<file path="src/rtl/alu_mult_arbiter_if.sv">
// Request, response and ALU-side bundle for alu_mult_arbiter.
// slave = arbiter side, master = issue logic, consumer and ALU.
interface alu_mult_arbiter_if #(
   parameter int WIDTH = 32
);
   logic             req0_valid;
   logic             req0_ready;
   logic [WIDTH-1:0] req0_a;
   logic [WIDTH-1:0] req0_b;
   logic [2:0]       req0_op;
   logic             req1_valid;
   logic             req1_ready;
   logic [WIDTH-1:0] req1_a;
   logic [WIDTH-1:0] req1_b;
   logic [2:0]       req1_op;
   logic [WIDTH-1:0] alu_a;
   logic [WIDTH-1:0] alu_b;
   logic [2:0]       alu_op;
   logic             alu_start;
   logic [WIDTH-1:0] alu_result;
   logic             rsp_valid;
   logic             rsp_ready;
   logic             rsp_id;
   logic [WIDTH-1:0] rsp_result;
   logic             busy;

   modport slave (
      input  req0_valid, req0_a, req0_b, req0_op,
      input  req1_valid, req1_a, req1_b, req1_op,
      input  alu_result, rsp_ready,
      output req0_ready, req1_ready,
      output alu_a, alu_b, alu_op, alu_start,
      output rsp_valid, rsp_id, rsp_result, busy
   );

   modport master (
      output req0_valid, req0_a, req0_b, req0_op,
      output req1_valid, req1_a, req1_b, req1_op,
      output alu_result, rsp_ready,
      input  req0_ready, req1_ready,
      input  alu_a, alu_b, alu_op, alu_start,
      input  rsp_valid, rsp_id, rsp_result, busy
   );
endinterface

</file>
<file path="src/rtl/alu_mult_arbiter.sv">
// Two-requester arbiter/sequencer for the shared alu_with_mult datapath.
// Define ALU_ARB_FIXED_PRIO_EN for fixed priority (requester 0 wins).
module alu_mult_arbiter #(
   parameter int         WIDTH    = 32,
   parameter int         MULT_LAT = 34,
   parameter logic [2:0] MUL_OP   = 3'b010
) (
   input logic               clk,
   input logic               rst,
   alu_mult_arbiter_if.slave bus
);
   localparam int CW = (MULT_LAT > 1) ? $clog2(MULT_LAT) : 1;

   typedef enum logic [1:0] {
      IDLE,
      ISSUE,
      WAIT,
      RESP
   } state_t;

   state_t           state;
   state_t           state_nx;
   logic             gnt0;
   logic             gnt1;
   logic             start;
   logic [WIDTH-1:0] a_q;
   logic [WIDTH-1:0] b_q;
   logic [2:0]       op_q;
   logic             id_q;
   logic [WIDTH-1:0] res_q;
   logic [CW-1:0]    cnt;
`ifdef ALU_ARB_FIXED_PRIO_EN
`else
   logic             last_grant;
`endif

   always_comb begin
      state_nx = state;
      gnt0     = 1'b0;
      gnt1     = 1'b0;
      start    = 1'b0;
      unique case (state)
         IDLE: begin
`ifdef ALU_ARB_FIXED_PRIO_EN
            gnt0 = bus.req0_valid;
            gnt1 = bus.req1_valid & ~bus.req0_valid;
`else
            // On contention the requester not served last wins.
            gnt0 = bus.req0_valid & (~bus.req1_valid | last_grant);
            gnt1 = bus.req1_valid & (~bus.req0_valid | ~last_grant);
`endif
            if (gnt0 | gnt1)
               state_nx = ISSUE;
         end
         ISSUE: begin
            start    = (op_q == MUL_OP);
            state_nx = WAIT;
         end
         WAIT: begin
            if (cnt == '0)
               state_nx = RESP;
         end
         RESP: begin
            if (bus.rsp_ready)
               state_nx = IDLE;
         end
         default: state_nx = IDLE;
      endcase
      if (rst) begin
         state_nx = IDLE;
         gnt0     = 1'b0;
         gnt1     = 1'b0;
         start    = 1'b0;
      end
   end

   always_ff @(posedge clk) begin
      if (rst)
         state <= IDLE;
      else
         state <= state_nx;
   end

   always_ff @(posedge clk) begin
      if (rst) begin
         a_q   <= '0;
         b_q   <= '0;
         op_q  <= '0;
         id_q  <= 1'b0;
         res_q <= '0;
         cnt   <= '0;
`ifdef ALU_ARB_FIXED_PRIO_EN
`else
         last_grant <= 1'b1;
`endif
      end else begin
         if (gnt0 | gnt1) begin
            a_q  <= gnt1 ? bus.req1_a : bus.req0_a;
            b_q  <= gnt1 ? bus.req1_b : bus.req0_b;
            op_q <= gnt1 ? bus.req1_op : bus.req0_op;
            id_q <= gnt1;
`ifdef ALU_ARB_FIXED_PRIO_EN
`else
            last_grant <= gnt1;
`endif
         end
         if (state == ISSUE)
            cnt <= start ? CW'(MULT_LAT - 1) : '0;
         else if (state == WAIT && cnt != '0)
            cnt <= cnt - 1'b1;
         if (state == WAIT && cnt == '0)
            res_q <= bus.alu_result;
      end
   end

   assign bus.req0_ready = gnt0;
   assign bus.req1_ready = gnt1;
   assign bus.alu_a      = a_q;
   assign bus.alu_b      = b_q;
   assign bus.alu_op     = op_q;
   assign bus.alu_start  = start;
   assign bus.rsp_valid  = (state == RESP);
   assign bus.rsp_id     = id_q;
   assign bus.rsp_result = res_q;
   assign bus.busy       = (state != IDLE);
endmodule

</file>
<file path="src/flat_wrapper.sv">
// flat-port wrapper written by rule: the top's interface ports become plain ports
module alu_mult_arbiter_flat 
#(
   parameter int         WIDTH    = 32,
   parameter int         MULT_LAT = 34,
   parameter logic [2:0] MUL_OP   = 3'b010
)
  (clk, rst, bus_req0_valid, bus_req0_a, bus_req0_b, bus_req0_op, bus_req1_valid, bus_req1_a, bus_req1_b, bus_req1_op, bus_alu_result, bus_rsp_ready, bus_req0_ready, bus_req1_ready, bus_alu_a, bus_alu_b, bus_alu_op, bus_alu_start, bus_rsp_valid, bus_rsp_id, bus_rsp_result, bus_busy);
  alu_mult_arbiter_if #(.WIDTH(WIDTH)) bus_i ();
  input logic clk;
  input logic rst;
  input wire logic [$bits(bus_i.req0_valid)-1:0] bus_req0_valid;
  input wire logic [$bits(bus_i.req0_a)-1:0] bus_req0_a;
  input wire logic [$bits(bus_i.req0_b)-1:0] bus_req0_b;
  input wire logic [$bits(bus_i.req0_op)-1:0] bus_req0_op;
  input wire logic [$bits(bus_i.req1_valid)-1:0] bus_req1_valid;
  input wire logic [$bits(bus_i.req1_a)-1:0] bus_req1_a;
  input wire logic [$bits(bus_i.req1_b)-1:0] bus_req1_b;
  input wire logic [$bits(bus_i.req1_op)-1:0] bus_req1_op;
  input wire logic [$bits(bus_i.alu_result)-1:0] bus_alu_result;
  input wire logic [$bits(bus_i.rsp_ready)-1:0] bus_rsp_ready;
  output wire logic [$bits(bus_i.req0_ready)-1:0] bus_req0_ready;
  output wire logic [$bits(bus_i.req1_ready)-1:0] bus_req1_ready;
  output wire logic [$bits(bus_i.alu_a)-1:0] bus_alu_a;
  output wire logic [$bits(bus_i.alu_b)-1:0] bus_alu_b;
  output wire logic [$bits(bus_i.alu_op)-1:0] bus_alu_op;
  output wire logic [$bits(bus_i.alu_start)-1:0] bus_alu_start;
  output wire logic [$bits(bus_i.rsp_valid)-1:0] bus_rsp_valid;
  output wire logic [$bits(bus_i.rsp_id)-1:0] bus_rsp_id;
  output wire logic [$bits(bus_i.rsp_result)-1:0] bus_rsp_result;
  output wire logic [$bits(bus_i.busy)-1:0] bus_busy;
  assign bus_i.req0_valid = bus_req0_valid;
  assign bus_i.req0_a = bus_req0_a;
  assign bus_i.req0_b = bus_req0_b;
  assign bus_i.req0_op = bus_req0_op;
  assign bus_i.req1_valid = bus_req1_valid;
  assign bus_i.req1_a = bus_req1_a;
  assign bus_i.req1_b = bus_req1_b;
  assign bus_i.req1_op = bus_req1_op;
  assign bus_i.alu_result = bus_alu_result;
  assign bus_i.rsp_ready = bus_rsp_ready;
  assign bus_req0_ready = bus_i.req0_ready;
  assign bus_req1_ready = bus_i.req1_ready;
  assign bus_alu_a = bus_i.alu_a;
  assign bus_alu_b = bus_i.alu_b;
  assign bus_alu_op = bus_i.alu_op;
  assign bus_alu_start = bus_i.alu_start;
  assign bus_rsp_valid = bus_i.rsp_valid;
  assign bus_rsp_id = bus_i.rsp_id;
  assign bus_rsp_result = bus_i.rsp_result;
  assign bus_busy = bus_i.busy;
  alu_mult_arbiter #(.WIDTH(WIDTH), .MULT_LAT(MULT_LAT), .MUL_OP(MUL_OP)) u_core (.clk(clk), .rst(rst), .bus(bus_i));
endmodule
</file>
<file path="config.mk">
export PLATFORM = sky130hd
export DESIGN_NAME = alu_mult_arbiter_flat
export DESIGN_NICKNAME = d
export VERILOG_FILES = /design/src/rtl/alu_mult_arbiter_if.sv /design/src/rtl/alu_mult_arbiter.sv /design/src/flat_wrapper.sv
export SDC_FILE = /design/constraint.sdc
export NUM_CORES = 1
export LEC_CHECK = 0
export BUFFER_PORTS_ARGS = -buffer_cell sky130_fd_sc_hd__buf_2
export CAP_MARGIN = 10
export CORE_MARGIN = 5
export CORE_UTILIZATION = 43
export CTS_CLUSTER_DIAMETER = 30
export CTS_CLUSTER_SIZE = 12
export DETAILED_ROUTE_END_ITERATION = 16
export PLACE_DENSITY = 0.84
export SLEW_MARGIN = 20
export SYNTH_ARGS = -nofsm -noshare
export SYNTH_HDL_FRONTEND = slang
export SYNTH_SLANG_ARGS = --single-unit
</file>
<file path="constraint.sdc">
create_clock -name clk -period 2.3 [get_ports clk]
set_clock_uncertainty 0.15 [all_clocks]
set_input_delay 0.575 -clock clk [delete_from_list [all_inputs] [get_ports clk]]
set_output_delay 0.575 -clock clk [all_outputs]
set_load 0.03 [all_outputs]
</file>
==> Word-level counts from Yosys, hierarchy flattened <==
Cells that the tools add are included.
{ "classes": {"add_sub_neg": 1, "eq_ne": 7, "muxes": 16, "n_bitwise": 9, "reduce_logical": 8} }
{ "ops": {"columns": ["cell", "count"], "rows": [
  ["two-way mux 32 bit", 2],
  ["two-way mux 6 bit", 3],
  ["case mux 2 bit (4 select lines)", 1],
  ["zero test 6 bit", 1],
  ["two-way mux 1 bit", 6],
  ["two-way mux 2 bit", 3],
  ["nonzero test 6 bit", 1],
  ["subtractor 6 x 1 -> 6 bit, second input constant", 1],
  ["== test 2 bit, second input constant", 2],
  ["inequality test 2 x 1 -> 1 bit, second input constant", 2],
  ["OR 1 bit", 4],
  ["nonzero test 2 bit", 2],
  ["== test 3 x 2 -> 1 bit, second input constant", 1],
  ["two-way mux 3 bit", 1],
  ["NOT 1 bit", 3],
  ["AND reduction 3 bit", 1],
  ["AND 1 bit", 2],
  ["== test 2 x 1 -> 1 bit, second input constant", 1],
  ["logical AND 1 bit", 2],
  ["zero test 2 bit", 1],
  ["inequality test 2 bit, second input constant", 1]
]} }
{ "word_totals": {"regBits": 109, "input_bits": 171, "out_inout_bits": 105, "elab_cells": 49} }

==> Logic depth before layout (Yosys ltp) <==
Gate-level depths: netlist of the first run.
{ "logic_depth": {"ltp_word": 6, "ltp_mapped": 8} }

==> Worst setup path before layout of the first run <==
No wires, ideal clock.
{ "synth_path": {"kind": "reg2out", "from": "reg u_core.state[0]", "to": "out bus_req1_ready", "t_arrival_ns": 1.265, "t_required_ns": 1.575, "setup_slack_ns": 0.310, "stages_incl_launch_ff": 7, "n_path_buf": 1, "path_cell_list": "dfxtp_1 -> inv_1 -> ha_1 -> nor2b_1 -> nand3_2 -> inv_2 -> buf_2"} }
{ "synth_between": {"elab_chain_len": 3} }
{ "synth_rtl": {"columns": ["item", "line_no", "text"], "rows": [
  ["from (decl)", "alu_mult_arbiter.sv:21", "state_t state;"],
  ["from (signal assigned)", "alu_mult_arbiter.sv:81", "state <= state_nx;"],
  ["zero test 2 bit", "alu_mult_arbiter.sv:42", "unique case (state)"],
  ["two-way mux 1 bit", "alu_mult_arbiter.sv:42", null],
  ["two-way mux 1 bit", "alu_mult_arbiter.sv:69", "if (rst) begin"],
  ["to (decl)", "flat_wrapper.sv:23", "output wire logic [$bits(bus_i.req1_ready)-1:0] bus_req1_ready;"]
]} }
No other way between the ends.

==> Worst setup path in the final report of the first run <==
{ "layout_path": {"from": "reg u_core.state[1]", "to": "out bus_req1_ready"} }
Same word-level chain as after synthesis.

==> flow_metrics.env, run 1 <==
export IMPL_max_slew_margin_pct=61.52
export IMPL_grt_max_degree=71
export IMPL_post_place_ws_ns=0.1520
export IMPL_cts_tree="done"
export IMPL_max_freq_mhz=454.7
export IMPL_worstPathArrival_ns=1.47
export IMPL_final_common_cell="buf_2"
export IMPL_nNetsFinal=1018
export IMPL_clk_pin_slew_worst_paths_ns=0.10
export IMPL_drive_above_1_share_pct=37.94
export IMPL_fp_coreArea_mm2=0.01032
export IMPL_overflow=0
export IMPL_mostFrequentLayoutCells="buf_2, nand2_1, dfxtp_1"
export IMPL_power_w=0.006770
export IMPL_drc=0
export IMPL_status="complete, no violations"
export IMPL_dieWidth_um=113.1
export IMPL_cts_sinks=109
export IMPL_synth_fp_nets=760
export IMPL_ys_types=37
export IMPL_crit_chain="inv_2 > ha_4 > nor2b_4 > nand3_2 > inv_2 > buf_4"
export IMPL_worstMarginPinSlew_ns=0.5772
export IMPL_worst_setup_path_start_kind="flip-flop"
export IMPL_ys_top_cells_by_area="dfxtp_1, nand2_1, a311oi_1"
export IMPL_rrSetupSlack_ns=0.35
export IMPL_r2r_start="u_core.state[1]"
export IMPL_grt_util_all_layers_pct=21.04
export IMPL_utilization_pct=61.06
export IMPL_setup_violations_final=0
export IMPL_cts_root_buf="clkbuf_8"
export IMPL_ir_drop_mv=0.5027
export IMPL_antenna_found_initial=1
export IMPL_end_kind="output pin"
export IMPL_fin_setup_tns_ns=0
export IMPL_cts_setup_buffers=0
export IMPL_setup_ws_ns=0.1006
export IMPL_routed_wl_mm=14.26
export IMPL_rr_worst_depth=8
export IMPL_cts_buffers=9
export IMPL_synthToLayoutAreaGrowth_pct=38.03
export IMPL_hold_path_class="in -> reg"
export IMPL_drtIter0Drc=401
export IMPL_dieArea_mm2=0.01278
export IMPL_min_from="bus_req1_op[1]"
export IMPL_cp_slowest_stage_delay_ns=0.35
export IMPL_post_drt_wl_per_cell_um=14.52
export IMPL_grt_pass1_vias=4814
export IMPL_p_leak_nw=3.045
export IMPL_final_hold_violation_count=0
export IMPL_ys_seq_area_share_pct=47.78
export IMPL_crit_top_cell="inv_2"
export IMPL_ys_warn_count=0
export IMPL_fp_dieH_um=113.1
export IMPL_firstDrtPassIters=4
export IMPL_finalCritPeriodShare_pct=95.63
export IMPL_reg2reg_to="u_core.bus.alu_a[4]"
export IMPL_crit_required_ns=1.57
export IMPL_cts_hold_buf=0
export IMPL_min_to="u_core.bus.alu_op[1]"
export IMPL_cp_top_family="flip-flops"
export IMPL_netlist_area_leader_share_pct=47.78
export IMPL_io_buffers=275
export IMPL_drv_slew=0
export IMPL_start_util_pct=44.24
export IMPL_path_class="reg -> out"
export IMPL_grt_setup_unrepaired="false"
export IMPL_hold_worst_slack_ns=0.2664
export IMPL_viasPerCell=5.063
export IMPL_num_vias=4972
export IMPL_grt_pass1_wl_mm=22.46
export IMPL_diodes=0
export IMPL_cp_max_fo=4
export IMPL_rows=37
export IMPL_cts_max_level=3
export IMPL_hpwl_mm=10.76
export IMPL_syn_inst=583
export IMPL_gp_congestion=0.8428
export IMPL_avgSynthCellArea_um2=7.833
export IMPL_powerDensity_mw_per_mm2=1074
export IMPL_min_path_cells=3
export IMPL_io_pins=276
export IMPL_antenna_left=0
export IMPL_cts_buffer_depth=2
export IMPL_yosysTopAreaCell="dfxtp_1"
export IMPL_cpMaxStageDelayCell="dfxtp_2"
export IMPL_worstSkewPairLatency_ns=0.35
export IMPL_synth_area_mm2=0.004567
export IMPL_synth_seq_cells=109
export IMPL_min_period_ns=2.199
export IMPL_crit_buf_inv=3
export IMPL_maxCapViolCount=0
-- synthesized netlist by cell type --
cell type and instances:
o31ai_1 2, o311a_1 1, a31o_2 2, mux2i_1 1, a32oi_1 1, inv_2 2
nor2_1 73, a22o_1 1, nor3_1 3, nand2b_1 1, buf_1 1, or2_1 1
nor3b_1 1, a31oi_1 1, a21o_1 2, o211ai_1 1, buf_2 18, clkbuf_1 22
a211o_1 1, a21boi_0 1, nor2b_1 2, ha_1 6, buf_6 2, nand3_1 4
dfxtp_1 109, a211oi_1 2, nand3_2 1, o41ai_1 1, nor3_4 1, a311oi_1 66
o21ai_0 2, buf_4 4, a41oi_1 1, inv_1 11, nand2_1 199, a21oi_1 35
and3_1 1
-- layout make-up --
type                       count  area [um^2]
inverter                      13        48.80
timing repair buffer         294         1599
clock inverter                 6        45.04
multi-input combinational    414         2130
clock buffer                  10        127.6
fill                         942         4020
sequential                   109         2183
tap                          136        170.2
-- registers in the layout, summed over array words and instances, names as in the netlist --
signal / flops
u_core.cnt: 6
u_core.state: 2
u_core.bus.rsp_result: 32
u_core.bus.alu_b: 32
u_core.bus.alu_a: 32
u_core.last_grant: 1
u_core.bus.rsp_id: 1
u_core.bus.alu_op: 3
-- power by group --
group | internal [W] | switching, W
clock | 0.000406 | 0.000651
combinational | 0.00109 | 0.00205
sequential | 0.00233 | 0.000247
-- tightest hold or removal path: stages --
cell and delay (ns):
buf_2 0.07, nand2_1 0.04, o21ai_0 0.06
-- worst max path at each step --
| stage | start | endpoint | slack (ns) | cells past startpoint |
|---|---|---|---|---|
| finish | u_core.state[1] | bus_req1_ready | 0.10 | 6 |
| global placement | rst | bus_req1_ready | 0.27 | 5 |
| global route | u_core.state[0] | bus_req1_ready | 0.004 | 6 |
| floorplan | u_core.state[0] | bus_req1_ready | 0.31 | 6 |
| CTS | u_core.state[0] | bus_req1_ready | 0.008 | 6 |
| detailed placement | rst | u_core.bus.alu_a[4] | 0.15 | 7 |
-- logic make-up (layout without fill, tap and decap cells) --
family                   count (synthesis)  count (layout)  share of synthesized area, %
AO/OA/AOI/OAI                          120             120                         19.73
adder cells (fa/ha/maj)                  6               6                         1.644
buffers and inverters                   60             323                         6.082
flip-flops                             109             109                         47.78
multiplexers                             1               1                        0.2192
AND/OR/NAND/NOR                        287             287                         24.55
-- metrics by stage --
| stage | area [um^2] | instances |
|---|---|---|
| after floorplan | 4567 | 583 |
| after global placement | 6105 | 966 |
| after detailed placement | 6105 | 966 |
| after CTS | 6295 | 982 |
| after global routing | 6304 | 982 |
| final | 6304 | 982 |
-- what timing repair did --
item	CTS	global route
setup endpoints to repair	2	3
pin swaps	1	0
gates resized for setup	5	4
-- routing by layer --
layer / routed length [um] / up-vias / GRT usage [%] / part of all wire (%)
li1: - / 2513 / - / -
met5: 13 / - / 0 / 0.091
met4: 257 / 2 / 5.689 / 1.8
met3: 1353 / 21 / 5.668 / 9.5
met1: 5736 / 2237 / 25.12 / 40
met2: 6902 / 199 / 37.24 / 48
No activity file was read; power rests on OpenSTA's default activity.
==> inputs of run 2 (changes only) <==
--- a/config.mk
+++ b/config.mk
@@ -5,14 +5,14 @@
 export SDC_FILE = /design/constraint.sdc
 export NUM_CORES = 1
 export LEC_CHECK = 0
-export BUFFER_PORTS_ARGS = -buffer_cell sky130_fd_sc_hd__buf_2
 export CAP_MARGIN = 10
 export CORE_MARGIN = 5
-export CORE_UTILIZATION = 43
+export CORE_UTILIZATION = 45
 export CTS_CLUSTER_DIAMETER = 30
 export CTS_CLUSTER_SIZE = 12
 export DETAILED_ROUTE_END_ITERATION = 16
-export PLACE_DENSITY = 0.84
+export DONT_BUFFER_PORTS = 1
+export PLACE_DENSITY = 0.66
 export SLEW_MARGIN = 20
 export SYNTH_ARGS = -nofsm -noshare
 export SYNTH_HDL_FRONTEND = slang
==> constraint.sdc (replaced) <==
create_clock -name clk -period 2.02 [get_ports clk]
set_clock_uncertainty 0.15 [all_clocks]
set_input_delay 0.505 -clock clk [delete_from_list [all_inputs] [get_ports clk]]
set_output_delay 0.505 -clock clk [all_outputs]
set_load 0.03 [all_outputs]
==> run 2 against run 1 <==
The flow now finishes with violations (setup timing). Non-clock buffer count shrank 270. Highest routed layer is now met4. Register-to-register slack worse by 0.28 ns. Routed wire length is 2.7% lower. Largest power group is now registers. Sequential share of layout area increased by 8.5 points. Combinational power shrank 28%.
==> flow_metrics.env, run 2 (synthesized netlist as in run 1, its figures left out) <==
export IMPL_crit_chain="inv_2 > ha_4 > nor2b_4 > nand3_4 > inv_6"
export IMPL_post_place_ws_ns=-0.08457
export IMPL_hold_worst_slack_ns=0.05818
export IMPL_drtIter0Drc=325
export IMPL_finalCritPeriodShare_pct=100.3
export IMPL_grt_util_all_layers_pct=20.27
export IMPL_place_area_mm2=0.004679
export IMPL_overflow=0
export IMPL_hold_path_class="in -> reg"
export IMPL_final_common_cell="nand2_1"
export IMPL_fp_coreArea_mm2=0.009819
export IMPL_gp_congestion=0.8049
export IMPL_worstMarginPinSlew_ns=0.4040
export IMPL_dieWidth_um=110.7
export IMPL_io_pins=276
export IMPL_rows=36
export IMPL_cp_max_fo=3
export IMPL_max_slew_margin_pct=73.03
export IMPL_crit_required_ns=1.36
export IMPL_grt_pass1_wl_mm=20.54
export IMPL_failed_checks="setup timing"
export IMPL_fin_setup_tns_ns=-0.008527
export IMPL_diodes=0
export IMPL_final_area_mm2=0.005069
export IMPL_dieArea_mm2=0.01226
export IMPL_grt_max_degree=106
export IMPL_firstDrtPassIters=9
export IMPL_routed_wl_mm=13.88
export IMPL_drive_above_1_share_pct=9.722
export IMPL_setup_ws_ns=-0.005478
export IMPL_cts_tree="done"
export IMPL_setup_violations_final=2
export IMPL_hpwl_mm=9.765
export IMPL_final_hold_violation_count=0
export IMPL_worst_setup_path_start_kind="flip-flop"
export IMPL_end_kind="output pin"
export IMPL_io_buffers=0
export IMPL_cts_buffers=9
export IMPL_cpMaxStageDelayCell="dfxtp_2"
export IMPL_powerDensity_mw_per_mm2=1480
export IMPL_grt_pass1_vias=3820
export IMPL_min_period_ns=2.025
export IMPL_num_fill_cells=935
export IMPL_path_class="reg -> out"
export IMPL_drv_slew=0
export IMPL_viasPerCell=5.839
export IMPL_synthToLayoutAreaGrowth_pct=10.99
export IMPL_nNetsFinal=748
export IMPL_cts_max_level=3
export IMPL_cts_hold_buf=0
export IMPL_clk_pin_slew_worst_paths_ns=0.10
export IMPL_p_leak_nw=1.865
export IMPL_antenna_found_initial=0
export IMPL_status="finished with violations"
export IMPL_worstPathArrival_ns=1.37
export IMPL_utilization_pct=51.62
export IMPL_cts_root_buf="clkbuf_8"
export IMPL_post_drt_wl_per_cell_um=19.57
export IMPL_worstSkewPairLatency_ns=0.36
export IMPL_num_vias=4140
export IMPL_drc=0
export IMPL_start_util_pct=46.51
export IMPL_cts_sinks=109
export IMPL_antenna_left=0
export IMPL_ir_drop_mv=0.5616
export IMPL_grt_setup_unrepaired="true"
export IMPL_cp_top_family="flip-flops"
export IMPL_fp_dieH_um=110.7
export IMPL_maxCapViolCount=0
export IMPL_max_freq_mhz=493.7
export IMPL_crit_buf_inv=2
export IMPL_mostFrequentLayoutCells="nand2_1, dfxtp_1, nor2_1"
export IMPL_cp_slowest_stage_delay_ns=0.35
export IMPL_cts_buffer_depth=2
-- run 2: area by class of cell --
class                   instances  area (um^2)  area share, %
flip-flops and latches        109         2185          43.10
multi-input cells             414         2150          42.41
repair buffers                 24        291.5          5.752
well taps                     133        166.4          3.283
clock buffers                  10        137.6          2.715
clock inverters                 6        70.07          1.382
inverters                      13        68.82          1.358
-- run 2: timing repair --
action / in CTS / in global routing
endpoints found under the setup margin: 63 / 30
gates resized for setup: 19 / 8
setup buffers: 2 / 4
pin swaps: 2 / 5
cloned: 0 / 3
-- run 2: metal layers --
metal  vias to the layer above  GRT usage (%)  wire length (um)
met3                        15          8.133              1512
met4                         0          6.732               200
met1                      1928          22.90              5262
li1                       1968              -                 -
met5                         -              0                 0
met2                       229          34.75              6902
-- run 2: path summary, 6_finish.rpt --
check | startpoint | endpoint | slack [ns] | cells past startpoint
max | u_core.state[0] | bus_req0_ready | -0.005 | 5
min | rst | u_core.bus.alu_a[2] | 0.06 | 1
max reg2reg | u_core.state[0] | u_core.bus.alu_a[20] | 0.07 | 9
min reg2reg | u_core.last_grant | u_core.last_grant | 0.38 | 1
-- run 2: per-stage QoR --
stage | power [W] | instances
3_3_place_gp | 0.005808 | 684
6_report | 0.007501 | 709
4_1_cts | 0.007356 | 702
3_5_place_dp | 0.005908 | 684
5_1_grt | 0.007941 | 709
2_1_floorplan | 0.005398 | 583
-- run 2: power by group --
part	total, W	leakage [nW]	switching (W)	internal, W
logic	0.00225	0.876	0.00132	0.000932
registers	0.00389	0.894	0.00124	0.00265
clock network	0.00137	0.0955	0.000749	0.000616
total	0.00750	1.87	0.00330	0.00420
==> inputs of run 3 (changes only) <==
--- a/config.mk
+++ b/config.mk
@@ -12,7 +12,8 @@
 export CTS_CLUSTER_SIZE = 12
 export DETAILED_ROUTE_END_ITERATION = 16
 export DONT_BUFFER_PORTS = 1
-export PLACE_DENSITY = 0.66
+export GPL_TIMING_DRIVEN = 0
+export SKIP_CTS_REPAIR_TIMING = 1
 export SLEW_MARGIN = 20
 export SYNTH_ARGS = -nofsm -noshare
 export SYNTH_HDL_FRONTEND = slang
==> run 3 against run 2 <==
The flow still finishes with violations (setup timing). Register-to-register slack hardly changed. Flip-flop and latch count stayed put. Power is 0.80% lower. Sequential power is 1% higher. Clock-buffer cell count stayed put. Worst setup slack worse by 0.13 ns. Routed wire length is 8.1% higher. Via count is 3.3% higher. Clock power hardly changed. Worst hold slack better by 0.044 ns. Critical path type unchanged. Largest cell class unchanged. Highest routed layer unchanged.
==> flow_metrics.env, run 3 (synthesized netlist as in run 1, its figures left out) <==
export IMPL_setup_violations_final=3
export IMPL_rows=36
export IMPL_num_vias=4275
export IMPL_crit_chain="inv_2 > ha_4 > nor2b_4 > nand3_4 > inv_8 > buf_12"
export IMPL_finalCritPeriodShare_pct=106.6
export IMPL_grt_pass1_vias=4215
export IMPL_nNetsFinal=779
export IMPL_num_fill_cells=1000
export IMPL_final_area_mm2=0.005116
export IMPL_cpMaxStageDelayCell="dfxtp_2"
export IMPL_fp_coreArea_mm2=0.009819
export IMPL_mostFrequentLayoutCells="nand2_1, dfxtp_1, nor2_1"
export IMPL_hpwl_mm=11.78
export IMPL_cts_tree="done"
export IMPL_drv_slew=0
export IMPL_worstMarginPinSlew_ns=0.6148
export IMPL_p_leak_nw=1.946
export IMPL_post_drt_wl_per_cell_um=20.27
export IMPL_cts_root_buf="clkbuf_8"
export IMPL_grt_max_degree=19
export IMPL_antenna_found_initial=0
export IMPL_path_class="reg -> out"
export IMPL_ir_drop_mv=0.5212
export IMPL_status="finished with violations"
export IMPL_hold_path_class="in -> reg"
export IMPL_cts_max_level=3
export IMPL_grt_setup_unrepaired="true"
export IMPL_antenna_left=0
export IMPL_setup_ws_ns=-0.1341
export IMPL_grt_util_all_layers_pct=23.36
export IMPL_gp_congestion=0.8300
export IMPL_dieArea_mm2=0.01226
export IMPL_start_util_pct=46.51
export IMPL_max_slew_margin_pct=59.02
export IMPL_worstSkewPairLatency_ns=0.37
export IMPL_utilization_pct=52.10
export IMPL_drtIter0Drc=309
export IMPL_final_hold_violation_count=0
export IMPL_cp_top_family="flip-flops"
export IMPL_viasPerCell=5.777
export IMPL_fp_dieH_um=110.7
export IMPL_cp_max_fo=7
export IMPL_diodes=0
export IMPL_synthToLayoutAreaGrowth_pct=12.03
export IMPL_end_kind="output pin"
export IMPL_drive_above_1_share_pct=12.19
export IMPL_cts_sinks=109
export IMPL_cts_buffer_depth=2
export IMPL_crit_required_ns=1.36
export IMPL_worst_setup_path_start_kind="flip-flop"
export IMPL_cp_slowest_stage_delay_ns=0.35
export IMPL_min_period_ns=2.154
export IMPL_place_area_mm2=0.004733
export IMPL_routed_wl_mm=15.00
export IMPL_dieWidth_um=110.7
export IMPL_drc=0
export IMPL_worstPathArrival_ns=1.50
export IMPL_io_buffers=0
export IMPL_final_common_cell="nand2_1"
export IMPL_io_pins=276
export IMPL_clk_pin_slew_worst_paths_ns=0.10
export IMPL_crit_buf_inv=3
export IMPL_grt_pass1_wl_mm=23.10
export IMPL_max_freq_mhz=464.2
export IMPL_maxCapViolCount=0
export IMPL_failed_checks="setup timing"
export IMPL_firstDrtPassIters=4
export IMPL_powerDensity_mw_per_mm2=1454
export IMPL_overflow=0
export IMPL_cts_buffers=9
## run 3: where the power goes
group | internal [W] | total (W) | switching [W] | leakage (nW)
clock | 0.000586 | 0.00134 | 0.000757 | 0.0984
sequential | 0.00265 | 0.00393 | 0.00128 | 0.894
combinational | 0.000874 | 0.00217 | 0.00129 | 0.954
## run 3: final timing paths
| check | start | to | slack, ns | cells after the start |
|---|---|---|---|---|
| worst max-delay path | u_core.state[1] | bus_req1_ready | -0.13 | 6 |
| worst min-delay path | bus_req1_op[1] | u_core.bus.alu_op[1] | 0.10 | 2 |
| worst max register to register | u_core.state[1] | u_core.bus.alu_b[8] | 0.07 | 9 |
| worst min register to register | u_core.last_grant | u_core.last_grant | 0.36 | 1 |
## run 3: stage by stage
step / setup WS (ns) / TNS, ns / hold slack, ns / cells / power (W)
floorplan: 0.1004 / 0 / 0.3000 / 583 / 0.005398
global placement: -0.2134 / -7.889 / 0.3161 / 716 / 0.005889
detailed placement: -0.3027 / -12.51 / 0.3219 / 716 / 0.005979
CTS: -0.6977 / -14.77 / 0.08041 / 732 / 0.007309
global route: -0.2110 / -0.7487 / 0.08455 / 740 / 0.007913
finish: -0.1341 / -0.2948 / 0.1019 / 740 / 0.007441
## run 3: area by class of cell
cell class	instances	area [um^2]	area share, %
multi-input combinational	414	2146	41.94
clock buffer	10	127.6	2.494
timing repair buffer	9	85.08	1.663
buffer	46	277.8	5.429
clock inverter	6	71.32	1.394
inverter	13	56.30	1.101
sequential	109	2186	42.72
tap	133	166.4	3.253
## run 3: routing by layer
layer	global-route usage, %	wire (um)	vias to the layer above
met2	40.21	7467	220
li1	-	-	2035
met3	9.007	1502	24
met4	8.374	319	0
met1	26.25	5711	1996
met5	0	0	-
